$ cat src/rtl/btn_pkg.sv
// Shared constants for the front-panel button sequencer: FSM state
// encoding, default timing parameters and a small sizing helper.
package btn_pkg;

  // Default number of debounced buttons on the front panel
  localparam int N_BTN_DEF     = 4;
  // Default press-to-long-press delay, in 1 kHz clock cycles
  localparam int LONG_MS_DEF   = 1000;
  // Default auto-repeat period, in 1 kHz clock cycles
  localparam int REPEAT_MS_DEF = 200;

  // FSM state encoding
  localparam logic [1:0] ST_IDLE         = 2'd0;
  localparam logic [1:0] ST_PRESS        = 2'd1;
  localparam logic [1:0] ST_REPEAT       = 2'd2;
  localparam logic [1:0] ST_WAIT_RELEASE = 2'd3;

  // Larger of two integers, used to size the shared hold timer
  function automatic int max_int(input int a, input int b);
    max_int = (a > b) ? a : b;
  endfunction

endpackage

$ cat src/rtl/btn_hold_timer.sv
// Hold timer for the button sequencer. Counts enabled cycles and raises
// o_done in the cycle where the count is one short of i_limit, so the
// caller's registered strobe lands exactly i_limit cycles after the
// last clear. The counter restarts from zero on done, so it never wraps.
module btn_hold_timer #(
  parameter int TW = 4
) (
  input  logic          clk_1khz,
  input  logic          rst_n,
  input  logic          i_clear,
  input  logic          i_enable,
  input  logic [TW-1:0] i_limit,
  output logic          o_done
);

  logic [TW-1:0] r_count;
  logic [TW-1:0] w_last;

  assign w_last = i_limit - TW'(1);
  // Done is gated by enable so a released owner can never fire a strobe
  assign o_done = i_enable & (r_count == w_last);

  // Cycle counter: clear wins, otherwise count while enabled and restart on done
  always_ff @(posedge clk_1khz or negedge rst_n) begin
    if (!rst_n) begin
      r_count <= {TW{1'b0}};
    end else if (i_clear) begin
      r_count <= {TW{1'b0}};
    end else if (i_enable) begin
      if (o_done) begin
        r_count <= {TW{1'b0}};
      end else begin
        r_count <= r_count + TW'(1);
      end
    end else begin
      r_count <= r_count;
    end
  end

endmodule

$ cat src/rtl/btn_sequencer.sv
// Front-panel button sequencer. One button at a time owns the block; an
// owned press yields a press command, then a long-press command, then
// periodic auto-repeat commands until the owner is released. All outputs
// come straight from registers.
module btn_sequencer
  import btn_pkg::*;
#(
  parameter int N_BTN     = N_BTN_DEF,
  parameter int LONG_MS   = LONG_MS_DEF,
  parameter int REPEAT_MS = REPEAT_MS_DEF
) (
  input  logic                     clk_1khz,
  input  logic                     rst_n,
  input  logic [N_BTN-1:0]         btn_db,
  output logic                     cmd_valid,
  output logic [$clog2(N_BTN)-1:0] cmd_id,
  output logic                     cmd_long,
  output logic                     cmd_repeat,
  output logic                     busy
);

  localparam int IW = $clog2(N_BTN);
  localparam int TW = $clog2(max_int(LONG_MS, REPEAT_MS) + 1);
  localparam logic [TW-1:0] LONG_LIM   = TW'(LONG_MS);
  localparam logic [TW-1:0] REPEAT_LIM = TW'(REPEAT_MS);

  logic [N_BTN-1:0] r_btn_q;
  logic [1:0]       r_state;

  logic [N_BTN-1:0] w_rise;
  logic             w_any_rise;
  logic [IW-1:0]    w_first_idx;
  logic             w_owner_hi;
  logic             w_all_low;
  logic             w_timer_clr;
  logic             w_timer_en;
  logic [TW-1:0]    w_limit;
  logic             w_done;

  logic [1:0]       w_state_nx;
  logic             w_valid_nx;
  logic             w_long_nx;
  logic             w_repeat_nx;
  logic [IW-1:0]    w_id_nx;

  // A button held through reset has r_btn_q=1 and so produces no rise
  assign w_rise      = btn_db & ~r_btn_q;
  assign w_any_rise  = |w_rise;
  assign w_owner_hi  = btn_db[cmd_id];
  assign w_all_low   = ~(|btn_db);

  // Timer runs only while an owner is held in PRESS or REPEAT
  assign w_timer_clr = (r_state == ST_IDLE) | (r_state == ST_WAIT_RELEASE);
  assign w_timer_en  = ((r_state == ST_PRESS) | (r_state == ST_REPEAT)) & w_owner_hi;
  assign w_limit     = (r_state == ST_PRESS) ? LONG_LIM : REPEAT_LIM;

  btn_hold_timer #(
    .TW (TW)
  ) u_hold_timer (
    .clk_1khz (clk_1khz),
    .rst_n    (rst_n),
    .i_clear  (w_timer_clr),
    .i_enable (w_timer_en),
    .i_limit  (w_limit),
    .o_done   (w_done)
  );

  // Priority encoder: lowest set index of the rise vector wins
  always_comb begin
    w_first_idx = {IW{1'b0}};
    for (int i = N_BTN - 1; i >= 0; i--) begin
      if (w_rise[i]) begin
        w_first_idx = IW'(i);
      end else begin
        w_first_idx = w_first_idx;
      end
    end
  end

  // Next-state and command decode; owner release always beats a timer event
  always_comb begin
    w_state_nx  = r_state;
    w_valid_nx  = 1'b0;
    w_long_nx   = 1'b0;
    w_repeat_nx = 1'b0;
    w_id_nx     = cmd_id;
    case (r_state)
      ST_IDLE: begin
        if (w_any_rise) begin
          w_id_nx    = w_first_idx;
          w_valid_nx = 1'b1;
          w_state_nx = ST_PRESS;
        end else begin
          w_state_nx = ST_IDLE;
        end
      end
      ST_PRESS: begin
        if (!w_owner_hi) begin
          w_state_nx = ST_WAIT_RELEASE;
        end else if (w_done) begin
          w_valid_nx = 1'b1;
          w_long_nx  = 1'b1;
          w_state_nx = ST_REPEAT;
        end else begin
          w_state_nx = ST_PRESS;
        end
      end
      ST_REPEAT: begin
        if (!w_owner_hi) begin
          w_state_nx = ST_WAIT_RELEASE;
        end else if (w_done) begin
          w_valid_nx  = 1'b1;
          w_repeat_nx = 1'b1;
        end else begin
          w_state_nx = ST_REPEAT;
        end
      end
      ST_WAIT_RELEASE: begin
        if (w_all_low) begin
          w_state_nx = ST_IDLE;
        end else begin
          w_state_nx = ST_WAIT_RELEASE;
        end
      end
      default: begin
        w_state_nx = ST_IDLE;
      end
    endcase
  end

  // Edge register, FSM state and registered command outputs
  always_ff @(posedge clk_1khz or negedge rst_n) begin
    if (!rst_n) begin
      r_btn_q    <= {N_BTN{1'b1}};
      r_state    <= ST_IDLE;
      cmd_valid  <= 1'b0;
      cmd_id     <= {IW{1'b0}};
      cmd_long   <= 1'b0;
      cmd_repeat <= 1'b0;
      busy       <= 1'b0;
    end else begin
      r_btn_q    <= btn_db;
      r_state    <= w_state_nx;
      cmd_valid  <= w_valid_nx;
      cmd_id     <= w_id_nx;
      cmd_long   <= w_long_nx;
      cmd_repeat <= w_repeat_nx;
      busy       <= (w_state_nx != ST_IDLE);
    end
  end

endmodule

$ cat config.mk
export PLATFORM = sky130hd
export DESIGN_NAME = btn_sequencer
export DESIGN_NICKNAME = d
export VERILOG_FILES = /design/src/rtl/btn_pkg.sv /design/src/rtl/btn_hold_timer.sv /design/src/rtl/btn_sequencer.sv
export SDC_FILE = /design/constraint.sdc
export NUM_CORES = 1
export LEC_CHECK = 0
export ABC_AREA = 1
export BUFFER_PORTS_ARGS = -buffer_cell sky130_fd_sc_hd__clkbuf_2
export CAP_MARGIN = 20
export CORE_MARGIN = 2
export CORE_UTILIZATION = 58
export CTS_BUF_LIST = sky130_fd_sc_hd__clkbuf_2
export DETAILED_ROUTE_END_ITERATION = 10
export GPL_ROUTABILITY_DRIVEN = 0
export PLACE_DENSITY = 0.9
export SETUP_SLACK_MARGIN = 0.3
export SYNTH_ARGS = -nofsm -noshare
export SYNTH_HDL_FRONTEND = slang
export SYNTH_SLANG_ARGS = --single-unit
$ cat constraint.sdc
create_clock -name clk_1khz -period 4.9 [get_ports clk_1khz]
set_clock_uncertainty 0.15 [all_clocks]
set_input_delay 0.49 -clock clk_1khz [delete_from_list [all_inputs] [get_ports clk_1khz]]
set_output_delay 0.49 -clock clk_1khz [all_outputs]
set_load 0.03 [all_outputs]
==> metrics.md, run 1 <==
| Metric | Value |
|---|---|
| Status | finished clean |
| Worst Tran Pin Value | ~520 ps |
| Port bufs | 11 |
| Final WL | 2190 um |
| Worst-path cell chain | ha_1, nor2_1, nand2_1, nand2_1, nand2_1, nor2_4, nand2_2, a21oi_2, nand2_1, nand2_2, nand3_2 |
| Max cap viols | 0 |
| Peak supply drop | 0.290 mV |
| Nets | 177 |
| Initial antenna violation count | 0 |
| Crit path max-delay cell type | dfrtp_1 |
| Total CTS buffers | 3 |
| Final count of hold timing violations | 0 |
| Hold Path Class | in2reg |
| Total track usage | 20.4% |
| WP data arrival | between 1500 and 2000 ps |
| Cell area after synthesis | 1180 um2 |
| Net Count, Synth | 160 |
| Pwr Total | 0.624 mW |
| Worst-Skew Late Latency | around 340 ps |
| Synthesized instance count | 149 |
| Yosys reg bits | 22 |
| Hold buffer count at CTS | 1 |
| Mapped Avg Cell Area | between 7 and 8 um2 |
| Antenna cells | 0 |
| Final Critical Period | 1850 ps |
| RSZ-0062 raised after global routing | no |
| I/O Pins | 12 |
| First-pass GRT wire length | 3870 um |
| Initial Utilization | 61.0% |
| DR vias | 1007 |
| Vias in the first global route | 956 |
| Ys Warns | 0 |
| Die ar. | 2420 um2 |
| Root Buffer | clkbuf_2 |
| Most common cell after layout, fill and taps aside | nand2_1 |
| DRT antenna net count | 0 |
| Dpl hpwl | 1720 um |
| P_leak | 0.663 nW |
| Slowest stage delay, CP | 470 ps |
| CTS max path bufs | 2 |
| Setup bufs post-CTS | 0 |
| Top delay family on crit path | simple AND/OR/NAND/NOR gates |
| Final global-route overflow total | 0 |
| CTS tree | built |
| 1st-iter DRT viols | 26 |
| Critical path buffers and inverters | 0 |
| Most frequent cells in the layout | nand2_1, inv_1, dfrtp_1, clkbuf_2, nor2_1 |
| Number of clock sinks | 22 |
| Drc violations | 0 |
| DRT Pass-1 Iters | 4 |
| Max Clk Rate | roughly 540 MHz |
| Avg Vias per Cell | around 5.2 |
| Yosys cell types | 21 |
| Period utilisation layout | 37.8% |
| Post-synthesis sequential area ratio | 46.9% |
| Std-Cell Rows | 16 |
| Worst setup EP type | flop |
| Setup TNS Final | 0 ps |
| Syn-to-layout area delta | 10.0% |
| Largest net degree at the start of global routing | 23 |
| Crit Path Max Fanout | 5 |
| Core ar. | 1940 um2 |
| Worst rel slew slack | between 60 and 70% |
| Crit path launch type | flop |
| Clock transition at the registers of the reported paths | roughly 220 ps |
| CP most frequent cell | nand2_1 |
| Final Max Slew Viols | 0 |
| Die Span Y | 49.2 um |
| Die width | slightly below 50 um |
| Post-cts repair resize count | 0 |
| Final setup fails | 0 |
| Critical path type | reg2reg |
| Worst endpoint required time | 5010 ps |
| Htree depth | 1 |
| Pwr/cell area | 479 nW/um2 |
| Share of layout cells above drive strength 1 | 16.4% |
| Routed length per instance | 11.4 um |
synthesized netlist by cell type:
master / number / area share, %
nand2_1: 34 / 11
inv_1: 29 / 9.2
dfrtp_1: 18 / 38
nor2_1: 13 / 4.1
nand3_1: 10 / 4.2
o21ai_0: 8 / 3.4
o22ai_1: 6 / 3.2
ha_1: 5 / 5.3
a21oi_1: 4 / 1.7
dfstp_2: 4 / 8.9
nand2_2: 3 / 1.6
nor3_1: 3 / 1.3
nor2_4: 2 / 1.9
o21ai_1: 2 / 0.85
xor2_1: 2 / 1.5
a21oi_2: 1 / 0.74
nand3_2: 1 / 0.85
o211ai_1: 1 / 0.63
o31ai_1: 1 / 0.63
o32ai_1: 1 / 0.74
or2_2: 1 / 0.53
per-layer routing:
metal	track usage, %	vias to the layer above	wire [um]
met5	0	-	0
met4	7.14	0	26
met3	3.07	3	70
met2	36.5	21	1150
met1	24.8	475	944
li1	-	508	-
worst paths after layout:
| kind | startpoint | end | slack [ps] | cells past startpoint |
|---|---|---|---|---|
| hold reg to reg | u_hold_timer.r_count[0] | u_hold_timer.r_count[0] | 430 | 1 |
| hold / removal | btn_db[2] | r_btn_q[2] | 100 | 1 |
| min in group asynchronous | rst_n | cmd_valid | 470 | 2 |
| setup reg to reg | r_state[0] | busy | 3050 | 11 |
| setup / recovery | r_state[0] | busy | 3050 | 11 |
| max in group asynchronous | rst_n | r_btn_q[3] | 3720 | 2 |
area by class of cell:
type / instances / area [um2]
Clock buffer: 4 / 20.0
Fill cell: 164 / 639
Inverter: 29 / 109
Multi-Input combinational cell: 98 / 519
Sequential cell: 22 / 556
Tap cell: 27 / 33.8
Timing Repair Buffer: 12 / 65.1
power breakdown:
group	leakage [nW]	internal (mW)	switching, mW
clock network	0.0166	0.0216	0.0540
logic	0.366	0.0939	0.207
registers	0.280	0.218	0.0286
metrics by stage:
step / utilization [%] / instances / hold WS [ps] / setup slack [ps] / area [um2]
after detailed placement: 65.5 / 187 / 342 / 3070 / 1270
after floorplan: - / 149 / 44.4 / 3230 / 1180
after global placement: 65.5 / 187 / 336 / 3170 / 1270
after CTS: 67.1 / 192 / 95.0 / 3050 / 1300
after global routing: 67.1 / 192 / 81.4 / 2890 / 1300
final: 67.1 / 192 / 104 / 3050 / 1300
registers in the layout, indices dropped and copies added, names as in the netlist:
name	cells
cmd_valid	1
r_state	2
u_hold_timer.r_count	10
cmd_long	1
r_btn_q	4
cmd_id	2
busy	1
cmd_repeat	1
cells by family (layout without fill, tap and decap cells):
kind of cell / after synthesis / in the layout / synth area share [%]
AO/OA/AOI/OAI: 24 / 24 / 11.8
XOR/XNOR: 2 / 2 / 1.48
adder cells (fa/ha/maj): 5 / 5 / 5.29
buffers and inverters: 29 / 45 / 9.20
flip-flops: 22 / 22 / 46.9
AND/OR/NAND/NOR: 67 / 67 / 25.3
(Power assumes the default switching activity.)
==> run 2: changes to the inputs <==
==> constraint.sdc (replaced) <==
create_clock -name clk_1khz -period 1.82 [get_ports clk_1khz]
set_clock_uncertainty 0.15 [all_clocks]
set_input_delay 0.182 -clock clk_1khz [delete_from_list [all_inputs] [get_ports clk_1khz]]
set_output_delay 0.182 -clock clk_1khz [all_outputs]
set_load 0.03 [all_outputs]
==> run 2 against run 1 <==
Effect of this change:
- setup slack got worse by 3000 ps
- clock power grew to 2.6 times the previous value
- via count rose by 8.3%
- critical path depth fell by 2
- die area did not move
- critical endpoint unchanged
==> metrics.md, run 2 (synthesized netlist as in run 1, its figures left out) <==
| Metric | Value |
|---|---|
| Status | finished clean |
| Htree depth | 1 (unchanged) |
| Routed length per instance | 12.9 um (+13%) |
| Hold Startpoint | btn_db[0] |
| Die Span Y | 49.2 um (unchanged) |
| GR peak layer | met2 |
| Worst setup EP type | flop |
| Most frequent cells in the layout | nand2_1, inv_1, dfrtp_1, clkbuf_2, nor2_1 |
| Worst endpoint required time | 1920 ps (-3090 ps) |
| Top Registers | u_hold_timer.r_count: 10 flops, r_btn_q: 4 flops |
| Largest net degree at the start of global routing | 23 (unchanged) |
| Die width | 49.2 um (unchanged) |
| Most common cell after layout, fill and taps aside | nand2_1 |
| Share of layout cells above drive strength 1 | 31.8% (+15 points) |
| Placed Instances | 187 (unchanged) |
| I/O Pins | 12 (unchanged) |
| CP startpoint | r_state[0] |
| Total CTS buffers | 3 (unchanged) |
| Final WL | 2610 um (+19%) |
| Final Critical Period | 1740 ps (-115 ps) |
| WP data arrival | 1840 ps (-120 ps) |
| RSZ-0062 raised after global routing | yes |
| Port bufs | 11 (unchanged) |
| Initial antenna violation count | 0 (unchanged) |
| Initial Utilization | 61.0% (unchanged) |
| Clock transition at the registers of the reported paths | 200 ps (-20 ps) |
| Fin util | 76.9% (+9.8 points) |
| Final global-route overflow total | 0 (unchanged) |
| Root Buffer | clkbuf_2 |
| Worst R2R Start | r_state[0] |
| Period utilisation layout | 95.5% (+58 points) |
| DR vias | 1091 (+8.3%) |
| Antenna cells | 0 (unchanged) |
| Max cap viols | 0 (unchanged) |
| Drc violations | 0 (unchanged) |
| Post-layout instance area | 1490 um2 (+15%) |
| Dpl hpwl | 1690 um (-1.3%) |
| Std-Cell Rows | 16 (unchanged) |
| Syn-to-layout area delta | 26.1% |
| CTS max path bufs | 2 (unchanged) |
| Worst-Skew Late Latency | 340 ps (about the same) |
| Die ar. | 2420 um2 (unchanged) |
| Critical path type | reg2reg |
| Hold Path Class | in2reg |
| Largest register FFs | 10 (unchanged) |
| M2 GR Usage | 38.1% (+1.6 points) |
| Cell Count, Final, Fillers Out | 203 (+5.7%) |
| DRT Pass-1 Iters | 4 (unchanged) |
| Placed Area | 1290 um2 (+1.6%) |
| Worst rel slew slack | 65.2% (about the same) |
| Final Max Slew Viols | 0 (unchanged) |
| Pwr/cell area | 1330 nW/um2 (+180%) |
| Max Clk Rate | 575 MHz (+6.6%) |
| Final WS setup | 81.1 ps (-2960 ps) |
| Final setup fails | 0 (unchanged) |
| DRT antenna net count | 0 (unchanged) |
| Routing usage on met3 | 3.99% (+0.92 points) |
| First-pass GRT wire length | 4350 um (+12%) |
| Nets | 188 (+6.2%) |
| Worst Tran Pin Value | 523 ps (+0.218 ps) |
| Core ar. | 1940 um2 (unchanged) |
| Most flop-heavy register | u_hold_timer.r_count |
| Crit path launch type | flop |
| Number of clock sinks | 22 (unchanged) |
| Pwr Total | 1.98 mW (+220%) |
| P_leak | 0.732 nW (+10%) |
| Peak supply drop | 1.11 mV (+280%) |
| 1st-iter DRT viols | 30 (+15%) |
| Total track usage | 23.7% (+3.3 points) |
| Avg Vias per Cell | 5.37 (+2.5%) |
| CTS tree | built |
| Crit Path Max Fanout | 3 (-2) |
| Routing usage on met1 | 30.2% (+5.4 points) |
| Final count of hold timing violations | 0 (unchanged) |
| Setup Slack @ Placement | 77.2 ps (-3000 ps) |
| Vias in the first global route | 1022 (+6.9%) |
==> run 2: cell types whose count changed in the layout (fill, tap and decap cells not counted), sizes merged <==
cell,delta
buf,+7
clkbuf,-1
dlygate4sd3,+4
clkinv,+1
==> run 2: worst max-delay path, stage by stage (launching register included) <==
cell and delay, ps:
dfrtp_2 450, inv_1 100, ha_4 300, inv_1 50
nor2_1 210, nand2_4 90, a21oi_2 110, nand2_1 70
nand2_2 70, nand3_2 60
==> run 2: worst paths after layout <==
| path | slack [ps] | endpoint | cells past startpoint |
|---|---|---|---|
| min in group asynchronous | 160 | u_hold_timer.r_count[0] | 2 |
| worst max-delay path | 80 | busy | 9 |
| worst min register to register | 440 | u_hold_timer.r_count[1] | 2 |
| worst max register to register | 80 | busy | 9 |
| worst min-delay path | 80 | cmd_id[0] | 4 |
| max in group asynchronous | 980 | r_state[0] | 2 |
==> run 2: timing repair <==
item	in CTS	in global routing
gates cloned	0	0
gates resized for setup	4	22
hold buffers	5	0
endpoints found under the setup margin	16	17
setup buffers	4	3
pin swaps	6	7
hold endpoints to repair	26	0
==> run 2: metrics by stage <==
stage / hold slack [ps] / setup TNS [ps]
3_5_place_dp: 35.6 / 0
6_report: 79.4 / 0
4_1_cts: 68.9 / 0
3_3_place_gp: 25.7 / 0
2_1_floorplan: -264 / 0
5_1_grt: 126 / -117
==> run 2: layer usage <==
metal  routed length (um)  vias to the layer above  part of all wire, %
li1                     -                      529                    -
met2                 1370                       33                   52
met3                  116                        9                  4.4
met4                   70                        0                  2.7
met5                    0                        -                    0
met1                 1060                      520                   41
==> run 2: final cells by class <==
type | count | area (um2)
multi-input combinational | 98 | 617
sequential | 22 | 557
fill | 134 | 449
timing repair buffer | 23 | 158
inverter | 29 | 109
tap | 27 | 33.8
clock buffer | 3 | 15.0
clock inverter | 1 | 3.75
==> run 2: power by group <==
part,internal [mW],switching [mW]
Combinational,0.403,0.724
Sequential,0.590,0.0681
Clock,0.0478,0.149
Total,1.04,0.941
==> run 3: changes to the inputs <==
--- a/config.mk
+++ b/config.mk
@@ -9,11 +9,11 @@
 export BUFFER_PORTS_ARGS = -buffer_cell sky130_fd_sc_hd__clkbuf_2
 export CAP_MARGIN = 20
 export CORE_MARGIN = 2
-export CORE_UTILIZATION = 58
+export CORE_UTILIZATION = 64
 export CTS_BUF_LIST = sky130_fd_sc_hd__clkbuf_2
 export DETAILED_ROUTE_END_ITERATION = 10
 export GPL_ROUTABILITY_DRIVEN = 0
-export PLACE_DENSITY = 0.9
+export PLACE_DENSITY = 0.95
 export SETUP_SLACK_MARGIN = 0.3
 export SYNTH_ARGS = -nofsm -noshare
 export SYNTH_HDL_FRONTEND = slang
==> constraint.sdc (replaced) <==
create_clock -name clk_1khz -period 2 [get_ports clk_1khz]
set_clock_uncertainty 0.15 [all_clocks]
set_input_delay 0.2 -clock clk_1khz [delete_from_list [all_inputs] [get_ports clk_1khz]]
set_output_delay 0.2 -clock clk_1khz [all_outputs]
set_load 0.03 [all_outputs]
==> run 3 against run 2 <==
Effect of this change:
- clock-buffer cell count did not move
- core utilization rose by 7.0 points
- first-iteration DRC count rose to 2.6 times the previous value
- critical path type is now in2reg
- largest cell class unchanged
==> metrics.md, run 3 (synthesized netlist as in run 1, its figures left out) <==
| Metric | Value |
|---|---|
| Clock transition at the registers of the reported paths | 200 ps (about the same) |
| Final setup fails | 0 (unchanged) |
| Placed Area | 1270 um2 (-1.7%) |
| Most frequent cells in the layout | nand2_1, inv_1, dfrtp_1, clkbuf_2, nor2_1 |
| Final count of hold timing violations | 0 (unchanged) |
| Largest register FFs | 10 (unchanged) |
| Largest net degree at the start of global routing | 23 (unchanged) |
| Die width | 47.0 um (-4.4%) |
| Final Max Slew Viols | 0 (unchanged) |
| I/O Pins | 12 (unchanged) |
| Period utilisation layout | 90.7% |
| Status | finished clean |
| Cell Count, Final, Fillers Out | 200 (-1.5%) |
| Drc violations | 0 (unchanged) |
| Htree depth | 1 (unchanged) |
| Max cap viols | 0 (unchanged) |
| Crit Path Max Fanout | 3 (unchanged) |
| Die ar. | 2210 um2 (-8.6%) |
| Initial Utilization | 68.6% (+7.6 points) |
| Number of clock sinks | 22 (unchanged) |
| Vias in the first global route | 1059 (+3.6%) |
| Layout fillers | 103 (-23%) |
| 1st-iter DRT viols | 79 (+160%) |
| Syn-to-layout area delta | 22.4% |
| Pwr/cell area | 1220 nW/um2 (-7.9%) |
| Routed length per instance | 15.7 um (+22%) |
| Top Registers | u_hold_timer.r_count: 10 flops, r_btn_q: 4 flops |
| Peak supply drop | 0.837 mV (-25%) |
| Nets | 188 (unchanged) |
| Total CTS buffers | 3 (unchanged) |
| DRT Pass-1 Iters | 5 (+1) |
| CTS max path bufs | 2 (unchanged) |
| Hold Path Class | in2async |
| Max Clk Rate | 551 MHz |
| Crit path launch type | input pin |
| Final global-route overflow total | 0 (unchanged) |
| Most flop-heavy register | u_hold_timer.r_count |
| Final Critical Period | 1810 ps |
| Placed Instances | 185 (-1.1%) |
| Worst rel slew slack | 63.6% (-1.5 points) |
| CTS tree | built |
| Worst setup EP type | flop |
| Initial antenna violation count | 0 (unchanged) |
| Multi-input gate area | 581 um2 (-5.9%) |
| Most common cell after layout, fill and taps aside | nand2_1 |
| P_leak | 0.713 nW (-2.5%) |
| Avg Vias per Cell | 5.91 (+9.9%) |
| Share of layout cells above drive strength 1 | 25.7% (-6.1 points) |
| Sequential standard cell area | 556 um2 (-0.22%) |
| Post-layout instance area | 1450 um2 (-2.9%) |
| Port bufs | 11 (unchanged) |
| WP data arrival | 1910 ps (+70 ps) |
| Setup TNS Final | 0 ps (unchanged) |
| Core ar. | 1730 um2 (-11%) |
| Worst-Skew Late Latency | 330 ps (about the same) |
| Final WL | 3150 um (+21%) |
| DRT antenna net count | 0 (unchanged) |
| Dpl hpwl | 1820 um (+7.7%) |
| Root Buffer | clkbuf_2 |
| Die Span Y | 47.0 um (-4.4%) |
| Std-Cell Rows | 15 (-1) |
| Total track usage | 28.1% (+4.4 points) |
| DR vias | 1181 (+8.2%) |
| Worst endpoint required time | 2090 ps (+170 ps) |
| First-pass GRT wire length | 4350 um (+0.14%) |
| Antenna cells | 0 (unchanged) |
| Worst Tran Pin Value | 545 ps (+22.7 ps) |
| Critical path type | in2reg |
| RSZ-0062 raised after global routing | yes |
run 3: final cells by class:
class	count	area share, %
Sequential cell	22	38.3
Tap cell	25	2.16
Timing Repair Buffer	23	10.9
Multi-Input combinational cell	98	40.1
Inverter	29	7.51
Clock buffer	3	1.04
run 3: report_power, final:
group / internal (mW) / total, mW / switching (mW)
Sequential: 0.534 / 0.599 / 0.0649
Combinational: 0.355 / 1.00 / 0.648
Clock: 0.0409 / 0.170 / 0.129
run 3: timing repair:
item                                    4_1_cts  5_1_grt
gates resized for setup                       4       12
endpoints found under the hold margin        22        0
endpoints found under the setup margin       10       13
hold buffers                                  5        0
setup buffers                                 4        3
pin swaps                                     4        5
run 3: final timing paths:
path                                    startpoint                      end  cells after the start  slack (ps)
min in group clk_1khz                    btn_db[3]                cmd_id[0]                      5         200
min reg2reg                u_hold_timer.r_count[0]  u_hold_timer.r_count[0]                      2         450
max                                      btn_db[2]                     busy                     10         190
max in group asynchronous                    rst_n               r_btn_q[1]                      2        1120
max reg2reg                             r_state[0]                     busy                      8         190
min                                          rst_n                     busy                      2         200
run 3: metal layers:
| metal | track usage (%) | share of wire [%] |
|---|---|---|
| met1 | 32.2 | 38 |
| met2 | 50.7 | 51 |
| met3 | 5.38 | 5.5 |
| met4 | 12.2 | 5.2 |
| met5 | 0 | 0 |
run 3: worst max-delay path: stages:
cell and delay [ps]:
dlygate4sd3_1 530, clkbuf_2 130, inv_1 80, nand3_1 100
o21ai_0 330, nand2_1 120, a21oi_1 140, o21ai_1 80
nand2_1 110, nand3_2 80
run 3: stage by stage:
stage	util [%]	worst slack, ps	power, mW	hold WS (ps)
detailed placement	73.6	186	1.36	52.2
CTS	80.2	283	1.60	216
floorplan	-	328	1.17	-246
finish	83.9	186	1.77	201
global route	83.9	93.6	1.87	208
global placement	73.6	276	1.32	49.4
